**src/rtl/risc_v_mem_bridge.sv**
```systemverilog
// Bridge between a stalling RISC-V core port and a ready/valid word memory.
// Misaligned or timed-out accesses end in a one-cycle error pulse.
module risc_v_mem_bridge #(
    parameter int unsigned TIMEOUT = 15
) (
    input  logic        clk,
    input  logic        rst,
    input  logic        core_req,
    input  logic        core_we,
    input  logic [31:0] core_adr,
    input  logic [31:0] core_wdata,
    output logic [31:0] core_rdata,
    output logic        core_stall,
    output logic        core_err,
    output logic        mem_valid,
    output logic        mem_we,
    output logic [29:0] mem_adr,
    output logic [31:0] mem_wdata,
    input  logic        mem_ready,
    input  logic        mem_rvalid,
    input  logic [31:0] mem_rdata
);

    // state   | meaning
    // IDLE    | waiting for a core request
    // ISSUE   | mem_valid asserted, waiting for mem_ready
    // WAIT_RD | read accepted, waiting for mem_rvalid
    // DONE    | one-cycle completion, core released
    // ERR     | one-cycle error pulse (misaligned or timeout)
    typedef enum logic [2:0] {IDLE, ISSUE, WAIT_RD, DONE, ERR} state_t;

    localparam logic [7:0] CNT_LAST = 8'(TIMEOUT - 1);

    state_t      state;
    logic        req_we;
    logic [29:0] req_adr;
    logic [31:0] req_wdata;
    logic [7:0]  cnt;
    logic        expired;

    // cnt holds the number of busy cycles already spent before this one
    assign expired    = (cnt >= CNT_LAST);
    assign mem_adr    = req_adr;
    assign mem_wdata  = req_wdata;
    assign core_stall = (state == ISSUE) || (state == WAIT_RD) ||
                        ((state == IDLE) && core_req);

    always_ff @(posedge clk or negedge rst) begin
        if (!rst) begin
            state      <= IDLE;
            req_we     <= 1'b0;
            req_adr    <= '0;
            req_wdata  <= '0;
            cnt        <= '0;
            core_rdata <= '0;
            core_err   <= 1'b0;
            mem_valid  <= 1'b0;
            mem_we     <= 1'b0;
        end else begin
            core_err <= 1'b0;
            case (state)
                IDLE: begin
                    if (core_req) begin
                        if (core_adr[1:0] == 2'b00) begin
                            req_we    <= core_we;
                            req_adr   <= core_adr[31:2];
                            req_wdata <= core_wdata;
                            cnt       <= '0;
                            mem_valid <= 1'b1;
                            mem_we    <= core_we;
                            state     <= ISSUE;
                        end else begin
                            core_err <= 1'b1;
                            state    <= ERR;
                        end
                    end
                end
                ISSUE: begin
                    if (mem_ready) begin
                        mem_valid <= 1'b0;
                        mem_we    <= 1'b0;
                        if (req_we) begin
                            state <= DONE;
                        end else if (mem_rvalid) begin
                            core_rdata <= mem_rdata;
                            state      <= DONE;
                        end else begin
                            cnt   <= cnt + 8'd1;
                            state <= WAIT_RD;
                        end
                    end else if (expired) begin
                        mem_valid <= 1'b0;
                        mem_we    <= 1'b0;
                        core_err  <= 1'b1;
                        state     <= ERR;
                    end else begin
                        cnt <= cnt + 8'd1;
                    end
                end
                WAIT_RD: begin
                    if (mem_rvalid) begin
                        core_rdata <= mem_rdata;
                        state      <= DONE;
                    end else if (expired) begin
                        core_err <= 1'b1;
                        state    <= ERR;
                    end else begin
                        cnt <= cnt + 8'd1;
                    end
                end
                DONE:    state <= IDLE;
                ERR:     state <= IDLE;
                default: state <= IDLE;
            endcase
        end
    end

endmodule

```
**config.mk**
```make
export PLATFORM = sky130hd
export DESIGN_NAME = risc_v_mem_bridge
export DESIGN_NICKNAME = d
export VERILOG_FILES = /design/src/rtl/risc_v_mem_bridge.sv
export SDC_FILE = /design/constraint.sdc
export NUM_CORES = 1
export LEC_CHECK = 0
export CAP_MARGIN = 15
export CORE_AREA = 2 2 118 120
export DETAILED_ROUTE_END_ITERATION = 10
export DIE_AREA = 0 0 120 122
export GPL_ROUTABILITY_DRIVEN = 1
export PLACE_DENSITY = 0.68
export SLEW_MARGIN = 15
export SYNTH_ARGS = -nofsm -noshare
export SYNTH_HDL_FRONTEND = slang
export SYNTH_SLANG_ARGS = --single-unit
```
**constraint.sdc**
```tcl
create_clock -name clk -period 1.95 [get_ports clk]
set_clock_uncertainty 0.1 [all_clocks]
set_input_delay 0.2925 -clock clk [delete_from_list [all_inputs] [get_ports clk]]
set_output_delay 0.2925 -clock clk [all_outputs]
set_load 0.02 [all_outputs]
```
# Word-level counts from Yosys, hierarchy flattened

Index checks and enable logic that the tools add are counted.

Add/sub/neg operators: 1
Muxes and demuxes: 34
Magnitude comparators: 1
Reductions and logical operators: 12
Equal/unequal tests: 10

Operator list:

| cell                                                 | count |
|---|---|
| 2-to-1 mux 32 bit                                    | 3 |
| one-hot mux 32 bit (2 select lines)                  | 1 |
| 2-to-1 mux 8 bit                                     | 7 |
| one-hot mux 8 bit (3 select lines)                   | 1 |
| 2-to-1 mux 3 bit                                     | 5 |
| 2-to-1 mux 1 bit                                     | 13 |
| != test 3 bit (second input constant)                | 3 |
| one-hot mux 3 bit (3 select lines)                   | 1 |
| adder 8 x 1 -> 8 bit (second input constant)         | 1 |
| >= comparator 8 x 4 -> 1 bit (second input constant) | 1 |
| != test 2 bit (second input constant)                | 4 |
| AND reduction 3 bit                                  | 2 |
| AND reduction 6 bit                                  | 1 |
| one-hot mux 1 bit (2 select lines)                   | 2 |
| AND reduction 4 bit                                  | 1 |
| nonzero test 2 bit                                   | 2 |
| == test 3 x 1 -> 1 bit (second input constant)       | 1 |
| == test 3 x 2 -> 1 bit (second input constant)       | 1 |
| logical NOT 3 bit                                    | 1 |
| one-hot mux 1 bit (3 select lines)                   | 1 |
| nonzero test 3 bit                                   | 1 |
| logical NOT 2 bit                                    | 1 |
| logical OR 1 bit                                     | 2 |
| != test 2 x 1 -> 1 bit (second input constant)       | 1 |
| logical AND 1 bit                                    | 1 |

Register bits after elaboration: 109
Output and inout port bits: 98

# Longest topological paths before layout

Word-level depth: 5
Depth in mapped cells: 7
Mapped depth without buffers: 6

# Worst setup path after synthesis

Ideal clock, no wire load.

Kind: register -> register
Start: reg state[1]
End: reg req_adr[0] (netlist: mem_adr[0])
Data required time: 1723 ps
Period minus slack after synthesis: 1806 ps
Library setup time: 127 ps
Buffers on the path: 3
Stages on the path, launching flop included: 8
Data arrival time: 1578 ps
Path slack: 144 ps
Cell sequence: dfrtp_1 buf_2 nor2_2 nand3b_1 nor3_2 buf_4 buf_6 mux2_1

Cells in the longest elaborated chain, start to end: 2

Ends and longest elaborated chain:

| element                       | RTL line | source |
|---|---|---|
| start, declared               | 34       | `state_t state;` |
| start signal, assigned        | 50       | `state <= IDLE;` |
| start signal, assigned        | 71       | `state <= ISSUE;` |
| start signal, assigned        | 74       | `state <= ERR;` |
| logical NOT 3 bit             | 61       | `case (state)` |
| AND reduction 3 bit (no line) | -        |  |
| end signal, assigned          | 66       | `req_adr <= core_adr[31:2];` |
| end, declared                 | 36       | `logic [29:0] req_adr;` |

No other way between the ends.
A chain may end at the register's enable or synchronous reset.

# Worst setup path after layout

Start: in core_req
End: out core_stall

Cells in the longest elaborated chain, start to end: 2

Ends and longest elaborated chain:

| element           | RTL line | source |
|---|---|---|
| start, declared   | 8        | `input logic core_req,` |
| logical AND 1 bit | 46       | `((state == IDLE) && core_req);` |
| logical OR 1 bit  | 45       | `assign core_stall = (state == ISSUE) \|\| (state == WAIT_RD) \|\|` |
| end, declared     | 13       | `output logic core_stall,` |

No other way between the ends.

==> reports/qor.yml <==
status: "completed"
p_seq_share_pct: 34.9
final_cell_area_um2: 7380
clkTransAtPathRegs_ns: 0.07
vias_per_cell: 4.78
antennaDiodeCount: 0
startpoint: "core_req"
ios: 200
r2r_start: "state[0]"
crit_chain: "clkdlybuf4s50_1 -> nor3_1 -> nor3b_1 -> clkdlybuf4s15_1"
die_x_um: 120
place_ws_ns: -0.341
via_count: 3501
cp.arrival_ns: 1.53
path_class: "input pin to output port"
ff_latch_area_um2: 2730
numCtsBuffers: 9
clock_sinks: 109
syn_avg_cell_area_um2: 14.6
die-area_um2: 14600
io_buffers: 199
p_sw_share_pct: 35.9
cpPeakStageDelay_ns: 0.56
p_per_area_nw_per_um2: 1510
vdd_drop_max_v: 0.000819
final.setup.worst_slack_ns: 0.0306
area_growth_syn_to_layout_pct: 61.5
clk_latency_ns: 0.35
grt_use_total_pct: 16.5
synth_edf_count: 0
reg2reg_to: "mem_adr[19]"
remaining_drc_errors: 0
wirelength_mm: 12.0
die_h_um: 122
dp_hpwl_mm: 9.09
drive_above_1_share_pct: 15.6
layout.nets: 651
ys_types: 50
multiInputGateArea_um2: 1770
relSlewSlack_pct: 67.4
cts_max_level: 3
setup_tns_ns: 0
period_share_pct: 98.4
synth-seq-cells: 109
crit_end: "core_stall"
power_frac_comb_pct: 49.1
leakagePower_nw: 3.09
rows: 43
regToRegSetupSlack_ns: 0.05
dr.pass1.iters: 4
finalMaxSlewViolations: 0
grt_pass1_vias: 3677
final-hold-violation-count: 0
clk_path_buf_depth: 2
async_flop_share_pct: 100
start_util_pct: 33.9
grt-ovfl-total: 0
synth_ff_type: "dfrtp_1"
netlist_instances: 313
clkPwrFrac_pct: 15.9
required_ns: 1.56
min_path_type: "flip-flop to flip-flop"
ant_nets: 0
drv_cap: 0
dr.first_iter.drc_count: 113
ys_seq_area_share_pct: 59.6
power_switching_mw: 3.99
setup.worst_path.start_class: "input pin"
synth_nets: 417
syn_area_um2: 4570
yosysWarnings: 0
rsz0062_at_grt: "true"
fin_cells: 732
slowest_stage: "clkdlybuf4s50_1"
worstPathMaxFanout: 4
tightest_slew_ns: 0.489
nFillCells: 1145
coreArea_um2: 13500
grt_pass1_wl_mm: 18.7
dpl_cell_area_um2: 7050
wl_per_cell_um: 16.4
layout_min_cycle_time_ns: 1.92
whs_ns: 0.384
gp_congestion: 0.841
post_cts_buffers: 0
final_cell_mix: "clkdlybuf4s50_1 (197), dfrtp_1 (109), mux2_1 (77)"
p_int_mw: 7.13
utilization_pct: 54.7
grt_max_degree: 60
cts_tree: "built"
ff2ff_path_depth: 7
fmax_mhz: 521
finalPower_mw: 11.1
final_common_cell: "clkdlybuf4s50_1"
setup_violations: 0
antenna_found_initial: 0
cp-end-kind: "output port"
root_buffer: "clkbuf_16"
placed_cells: 715
-- Yosys cell counts (3+ instances only) --
cell	instances	area, um^2
a21oi_1	6	30.0
buf_2	6	30.0
buf_6	5	56.3
dfrtp_1	109	2730
inv_1	4	15.0
mux2_1	78	878
mux2_2	17	191
nand2_1	5	18.8
nand3_1	6	30.0
nor2_1	9	33.8
nor3_1	5	25.0
nor3b_1	4	30.0
o21ai_0	4	20.0
o31ai_1	4	30.0
or3b_1	3	26.3
-- power by group through the flow --
stage                     registers [mW]  clock network (mW)  logic, mW
after floorplan                     5.13                   0       1.29
after global placement              3.87                   0       5.40
after detailed placement            3.93                   0       5.47
after CTS                           3.90                1.85       5.48
after global routing                4.03                1.95       5.79
final                               3.88                1.77       5.46
-- worst min-delay path by stage --
stage	startpoint	to	cells past startpoint	slack [ns]
floorplan	rst	cnt[0]	0	-0.10
global placement	rst	core_rdata[0]	1	0.18
detailed placement	rst	core_rdata[0]	1	0.19
CTS	mem_adr[2]	mem_adr[2]	1	0.39
global route	mem_adr[2]	mem_adr[2]	1	0.39
finish	mem_wdata[28]	mem_wdata[28]	1	0.38
-- flip-flops by register name (all words and copies together) (netlist names) --
register	count
mem_valid	1
core_rdata	32
mem_adr	30
mem_we	1
core_err	1
req_we	1
mem_wdata	32
cnt	8
state	3
-- cell type report --
cell class	count	share of cell area [%]
timing repair buffer	237	31.9
tap	180	3.05
multi-input combinational	186	24.0
inverter	4	0.203
clock inverter	5	0.457
sequential	109	36.9
clock buffer	11	3.42
-- worst max-delay path, delay by kind of cell --
family	cells	cell delay [ns]
buffers and inverters	2	0.91
AND/OR/NAND/NOR	2	0.32
-- per-layer routing --
layer | share of wire [%] | wire (um) | global-route usage, % | vias up
met2 | 53 | 6330 | 28.7 | 110
met1 | 38 | 4620 | 18.7 | 1763
met3 | 7.7 | 929 | 6.41 | 10
met5 | 0 | 0 | 0 | -
li1 | - | - | - | 1618
met4 | 1.2 | 140 | 5.29 | 0
-- repair_timing --
action / in CTS / in global routing
hold endpoints to repair: 33 / 0
pin swaps: 0 / 0
gates resized for setup: 1 / 8
hold buffers: 1 / 0
endpoints found under the setup margin: 1 / 43
-- kinds of logic (layout without fill, tap and decap cells) --
logic type      count (synthesis)  in the layout  share of synthesized area [%]
flops                         109            109                           59.6
mux                            95             95                           23.4
simple gates                   47             47                           6.35
compound gates                 41             41                           7.33
buf+inv                        18            257                           2.54
fa+ha+maj                       2              2                          0.547
xor+xnor                        1              1                          0.192
Note: power is estimated with default switching activity, not from simulation.
